==> src/rtl/gxor_serial_ctrl.sv <==
// Bit-serial XOR sequencer: streams two captured operands LSB-first through one
// shared gxor gate and assembles the result word and its parity.

module gxor (
  input  logic a,
  input  logic b,
  output logic y
);
  assign y = a ^ b;
endmodule

module gxor_serial_ctrl #(
  parameter int WIDTH = 8
) (
  input  logic                       clk,
  input  logic                       rst_n,
  input  logic                       start,
  input  logic                       abort,
  input  logic [WIDTH-1:0]           op_a,
  input  logic [WIDTH-1:0]           op_b,
  output logic                       busy,
  output logic                       done,
  output logic [WIDTH-1:0]           result,
  output logic                       parity,
  output logic [$clog2(WIDTH):0]     bit_idx
);
  localparam int IW = $clog2(WIDTH) + 1;

  typedef enum logic [1:0] {
    ST_IDLE = 2'd0,
    ST_RUN  = 2'd1,
    ST_DONE = 2'd2
  } state_t;

  state_t           r_state;
  logic [WIDTH-1:0] r_sa;
  logic [WIDTH-1:0] r_sb;
  logic [WIDTH-1:0] r_result;
  logic             r_par;
  logic [IW-1:0]    r_bit_idx;
  logic             r_busy;
  logic             r_done;
  logic             w_y;
  logic [WIDTH-1:0] w_y_msb;

  gxor u_gxor (
    .a (r_sa[0]),
    .b (r_sb[0]),
    .y (w_y)
  );

  // Gate output enters at the MSB so that after WIDTH shifts bit i lands at position i.
  assign w_y_msb = WIDTH'(w_y) << (WIDTH - 1);

  always_ff @(posedge clk or negedge rst_n) begin
    if (!rst_n) begin
      r_state   <= ST_IDLE;
      r_sa      <= '0;
      r_sb      <= '0;
      r_result  <= '0;
      r_par     <= 1'b0;
      r_bit_idx <= '0;
      r_busy    <= 1'b0;
      r_done    <= 1'b0;
    end else begin
      case (r_state)
        ST_IDLE: begin
          r_done <= 1'b0;
          if (start) begin
            r_sa      <= op_a;
            r_sb      <= op_b;
            r_result  <= '0;
            r_par     <= 1'b0;
            r_bit_idx <= '0;
            r_busy    <= 1'b1;
            r_state   <= ST_RUN;
          end
        end
        ST_RUN: begin
          if (abort) begin
            r_result  <= '0;
            r_par     <= 1'b0;
            r_bit_idx <= '0;
            r_busy    <= 1'b0;
            r_state   <= ST_IDLE;
          end else begin
            r_result  <= (r_result >> 1) | w_y_msb;
            r_par     <= r_par ^ w_y;
            r_sa      <= r_sa >> 1;
            r_sb      <= r_sb >> 1;
            r_bit_idx <= r_bit_idx + IW'(1);
            if (r_bit_idx == IW'(WIDTH - 1)) begin
              r_done  <= 1'b1;
              r_state <= ST_DONE;
            end
          end
        end
        ST_DONE: begin
          r_done  <= 1'b0;
          r_busy  <= 1'b0;
          r_state <= ST_IDLE;
        end
        default: begin
          r_done  <= 1'b0;
          r_busy  <= 1'b0;
          r_state <= ST_IDLE;
        end
      endcase
    end
  end

  assign busy    = r_busy;
  assign done    = r_done;
  assign result  = r_result;
  assign parity  = r_par;
  assign bit_idx = r_bit_idx;
endmodule

==> config.mk <==
export PLATFORM = sky130hd
export DESIGN_NAME = gxor_serial_ctrl
export DESIGN_NICKNAME = d
export VERILOG_FILES = /design/src/rtl/gxor_serial_ctrl.sv
export SDC_FILE = /design/constraint.sdc
export NUM_CORES = 1
export LEC_CHECK = 0
export ABC_AREA = 0
export CAP_MARGIN = 5
export CELL_PAD_IN_SITES_DETAIL_PLACEMENT = 2
export CELL_PAD_IN_SITES_GLOBAL_PLACEMENT = 2
export CORE_AREA = 8 8 77 79
export CTS_CLUSTER_SIZE = 25
export DETAILED_ROUTE_END_ITERATION = 8
export DIE_AREA = 0 0 85 87
export PLACE_DENSITY_LB_ADDON = 0.08
export SLEW_MARGIN = 20
export SYNTH_ARGS = -nofsm -noshare
export SYNTH_HDL_FRONTEND = slang
export SYNTH_SLANG_ARGS = --single-unit
==> constraint.sdc <==
create_clock -name clk -period 4.25 [get_ports clk]
set_clock_uncertainty 0.05 [all_clocks]
set_input_delay 0.85 -clock clk [delete_from_list [all_inputs] [get_ports clk]]
set_output_delay 0.85 -clock clk [all_outputs]
set_load 0.05 [all_outputs]
# ---- Word level (Yosys, flattened, before mapping)
# Cells that the tools add are included.
dict set report word_totals {
  regBits 33
  in_bits 20
  out_inout_bits 15
  wordCells 51
}
dict set report classes {
  add_sub_neg 1
  eq_ne 7
  muxes 25
  n_bitwise 3
  reduce_logical 7
}
# op count
set ops {}
lappend ops {{8-bit 2-to-1 mux} 6}
lappend ops {{8-bit one-hot mux with 2 select lines} 3}
lappend ops {{4-bit 2-to-1 mux} 2}
lappend ops {{2-bit != test, second input constant} 4}
lappend ops {{7-bit by 8-bit OR with 8-bit output} 1}
lappend ops {{4-bit one-hot mux with 2 select lines} 1}
lappend ops {{2-bit AND reduction} 4}
lappend ops {{1-bit 2-to-1 mux} 7}
lappend ops {{2-bit 2-to-1 mux} 3}
lappend ops {{4-bit by 1-bit adder with 4-bit output, second input constant} 1}
lappend ops {{4-bit by 3-bit == test with 1-bit output, second input constant} 1}
lappend ops {{1-bit one-hot mux with 2 select lines} 2}
lappend ops {{2-bit one-hot mux with 2 select lines} 1}
lappend ops {{3-bit != test, second input constant} 1}
lappend ops {{3-bit AND reduction} 1}
lappend ops {{2-bit by 1-bit == test with 1-bit output, second input constant} 1}
lappend ops {{2-bit logical NOT} 1}
lappend ops {{2-bit nonzero test} 1}
lappend ops {{1-bit XOR} 2}

# ---- Longest topological paths before layout
dict set report logic_depth {
  ltp_word 4
  mapped_depth 6
  mapped_depth_nobuf 4
}

# ---- Cells and area by module
# From an unflattened synthesis, not the netlist that was laid out.
dict set report unflattened {
  cells_unflattened 121
  area_unflattened_um2 1620.3
}
# module instances cells_each area_per_inst_um2 seq_area_each_um2
set by_module_without_submodules {}
lappend by_module_without_submodules {gxor_serial_ctrl 1 120 1611.5 825.8}
lappend by_module_without_submodules {gxor 1 1 8.8 0.0}

# ---- Worst setup path before layout
# No wires, ideal clock.
dict set report synth_timing {
  kind {input -> register}
  from {input port start}
  to {register r_sb[4]}
  setup_ps 125
  t_arrival_ps 1731
  required_time_ps 4075
  path_slack_ps 2344
  stages 4
  path_buffers 1
  cell_sequence {nor2b_1 o21ba_2 buf_6 mux2_2}
}
dict set report synth_via {
  elab_chain_len 2
}
# item line_no
set synth_lines {}
lappend synth_lines {{start, declared} 17} ;# input logic start,
lappend synth_lines {{2-bit != test (no line)} n/a}
lappend synth_lines {{3-bit AND reduction (no line)} n/a}
lappend synth_lines {{end signal, assigned} 71} ;# r_sb <= op_b;
lappend synth_lines {{end signal, assigned} 90} ;# r_sb <= r_sb >> 1;
lappend synth_lines {{end, declared} 37} ;# logic [WIDTH-1:0] r_sb;
# No other way between the ends.
# A chain may end at the register's enable or synchronous reset.

# ---- Worst setup path after layout
dict set report layout_timing {
  from {register r_bit_idx[2] (netlist: bit_idx[2])}
  to {output port bit_idx[2]}
}
# item line_no
set layout_lines {}
lappend layout_lines {{start, declared} 40} ;# logic [IW-1:0] r_bit_idx;
lappend layout_lines {{start signal, assigned} 91} ;# r_bit_idx <= r_bit_idx + IW'(1);
lappend layout_lines {{end, declared} 25} ;# output logic [$clog2(WIDTH):0] bit_idx
# No word-level cell between the ends.

==> impl_metrics.toml <==
[run_status]
outcome = "finished, final reports clean"

[sta]
slew_viol_final = 0
rsz0062_at_grt = "false"
hold_violations = 0
max_slew_margin = 0.3441
worst_pin_slew_ns = 0.9817
clock.fmax_mhz = 405.3
setup_tns_ns = 0
timing.final.crit_share = 0.5806
finalSetupViolCount = 0
timing.final.crit_period_ns = 2.467

[clock_network]
htree_levels = 2
cts_root_buffer = "clkbuf_8"
cts_sinks = 33
clk_pin_slew_worst_paths_ns = 0.07
clk_path_buf_depth = 2
hold_buffers = 0
cts_buffers = 5
cts_resized = 0
worst_skew_pair.late_latency_ns = 0.29
cts_tree = "yes"
post_cts_buffers = 0

[global_route]
grt_max_degree = 34
first_global_vias = 1260
grt-ovfl-total = 0
antenna_found_initial = 0
grt_usage = 0.1116
grt_pass1_wl_mm = 6.334

[route]
dr.first_iter.drc_count = 26
final_antenna_net_count = 0
drc = 0
drt_first_pass_iters = 4
wl_mm = 3.624
post_drt_wl_per_cell_um = 17.26
routed-via-count = 1065
vias_per_cell = 5.071

[worst_setup_path]
required_ns = 3.35
crit_arrival_ns = 1.57
cpPeakStageDelay_ns = 0.84
crit_chain = "clkdlybuf4s50_1"
worstSetupPathType = "reg2out"
r2r_cells = 3
endpoint_kind = "primary output"
crit_path_start_kind = "register"
critPathTopFamily = "buffers and inverters"
worst-path-buf-inv = 1
cp-startpoint = "bit_idx[2]$_DFFE_PN0P_"
path_depth = 1
path_max_fanout = 5
crit_slowest_cell = "clkdlybuf4s50_1"
rrSetupSlack_ns = 2.37
r2r-end = "r_sb[1]$_DFFE_PN0P_"
rr_startpoint = "r_state[0]$_DFFE_PN0P_"

[synth]
yosysWarnings = 0
synth_fp_nets = 138
synth.distinct_cells = 27
syn_avg_cell_area_sq_um = 13.82
ys_seq_area_frac = 0.5108
syn_inst = 117
synth_area_sq_mm = 0.001617
ys_seq_elements = 33

[power_and_ir_drop]
power.density_mw_per_mm2 = 486.7
power_mw = 0.9969
power_leakage_nw = 0.9102
ir_worst_vdd_v = 0.0001561

[floorplanning]
fp.dieW_um = 85
core_sq_mm = 0.004847
initial_core_util = 0.3335
dieArea_sq_mm = 0.007395
die_h_um = 87
ios = 35
rows = 26

[final_layout]
multi_input_area_sq_um = 721.9
nets = 174
seqCellArea_sq_um = 825.8
drive_above_1_share = 0.2532
fillers = 488
fin_cells = 210
area_growth_pct = 26.70
antenna_cells = 0

[placed_design]
gp_congestion = 0.7291
dp_hpwl_mm = 2.561
place_inst = 202
port_buffers = 34

[min_path]
min-delay-start = "done$_DFFE_PN0P_"
hp-class = "reg2reg"
whs_path_depth = 1
holdPathEnd = "done$_DFFE_PN0P_"

[flow_run]
maxCapViolCount = 0
per-layer routing:
layer / GRT usage / routed length, um
met1: 0.1183 / 1598
met2: 0.1847 / 1702
met3: 0.04528 / 243
met4: 0.06311 / 80
met5: 0 / 0
cells by family (layout without fill, tap and decap cells):
logic type | count (synthesis) | count (layout) | share of synthesized area
AO/OA/AOI/OAI | 22 | 22 | 0.09908
XOR/XNOR | 2 | 2 | 0.01084
adder cells (fa/ha/maj) | 1 | 1 | 0.007739
buffers and inverters | 6 | 43 | 0.04257
flip-flops | 33 | 33 | 0.5108
multiplexers | 29 | 29 | 0.2430
AND/OR/NAND/NOR | 24 | 24 | 0.08591
final cells by class:
| type | instances | share of cell area |
|---|---|---|
| clock buffers | 6 | 0.03543 |
| clock inverters | 2 | 0.004887 |
| multi-input cells | 78 | 0.3525 |
| flip-flops and latches | 33 | 0.4032 |
| well taps | 56 | 0.03421 |
| repair buffers | 35 | 0.1698 |
layout by cell type (no fill, tap or decap), types with 2 or more instances in the layout:
cell type,netlist,layout
nand3_1,3,3
dfrtp_1,33,33
clkdlybuf4s50_1,0,34
clkbuf_8,0,5
clkinv_2,0,2
a21oi_1,4,4
mux2_2,10,10
nand2_1,6,6
a22o_1,10,10
nor2_1,4,4
mux2_4,18,18
nor2b_1,5,5
o21ai_0,4,4
where the power goes:
group | internal (mW) | switching (mW)
combinational | 0.183 | 0.142
sequential | 0.390 | 0.0534
clock | 0.113 | 0.114
cells in the mapped netlist:
cell type / instances / area share
dfrtp_1: 33 / 0.51
mux2_4: 18 / 0.17
a22o_1: 10 / 0.054
mux2_2: 10 / 0.070
nand2_1: 6 / 0.014
nor2b_1: 5 / 0.019
a21oi_1: 4 / 0.012
buf_6: 4 / 0.028
nor2_1: 4 / 0.0093
o21ai_0: 4 / 0.012
nand3_1: 3 / 0.0093
a21o_1: 1 / 0.0046
buf_12: 1 / 0.012
clkbuf_1: 1 / 0.0023
ha_1: 1 / 0.0077
mux2i_1: 1 / 0.0062
nand2b_1: 1 / 0.0039
nand3b_1: 1 / 0.0046
nor2b_4: 1 / 0.0085
nor3b_2: 1 / 0.0077
o21a_1: 1 / 0.0046
o21ba_2: 1 / 0.0062
o21bai_1: 1 / 0.0046
or3_1: 1 / 0.0039
or3b_1: 1 / 0.0054
xnor2_1: 1 / 0.0054
xor2_1: 1 / 0.0054
sequential cells by signal, indices dropped and copies added, names as in the netlist:
register	cells
r_sb	8
r_state	2
result	8
busy	1
r_sa	8
done	1
bit_idx	4
parity	1
worst max path at each step:
stage | endpoint | slack [ns]
detailed placement | r_sb[1]$_DFFE_PN0P_ | 1.50
finish | bit_idx[2] | 1.78
global route | bit_idx[2] | 1.73
floorplan | r_sb[4]$_DFFE_PN0P_ | 2.34
global placement | r_sb[3]$_DFFE_PN0P_ | 1.58
CTS | bit_idx[2] | 1.77
stage by stage:
step	setup slack, ns	hold slack (ns)	util	cell area, sq um
after floorplan	2.344	0.4113	-	1617
after CTS	1.765	0.4530	0.4226	2048
after detailed placement	1.500	0.4334	0.4055	1966
after global placement	1.582	0.4279	0.4055	1966
after global routing	1.727	0.4747	0.4226	2048
final	1.783	0.4477	0.4226	2048
Power figures use the tool's default switching activity.
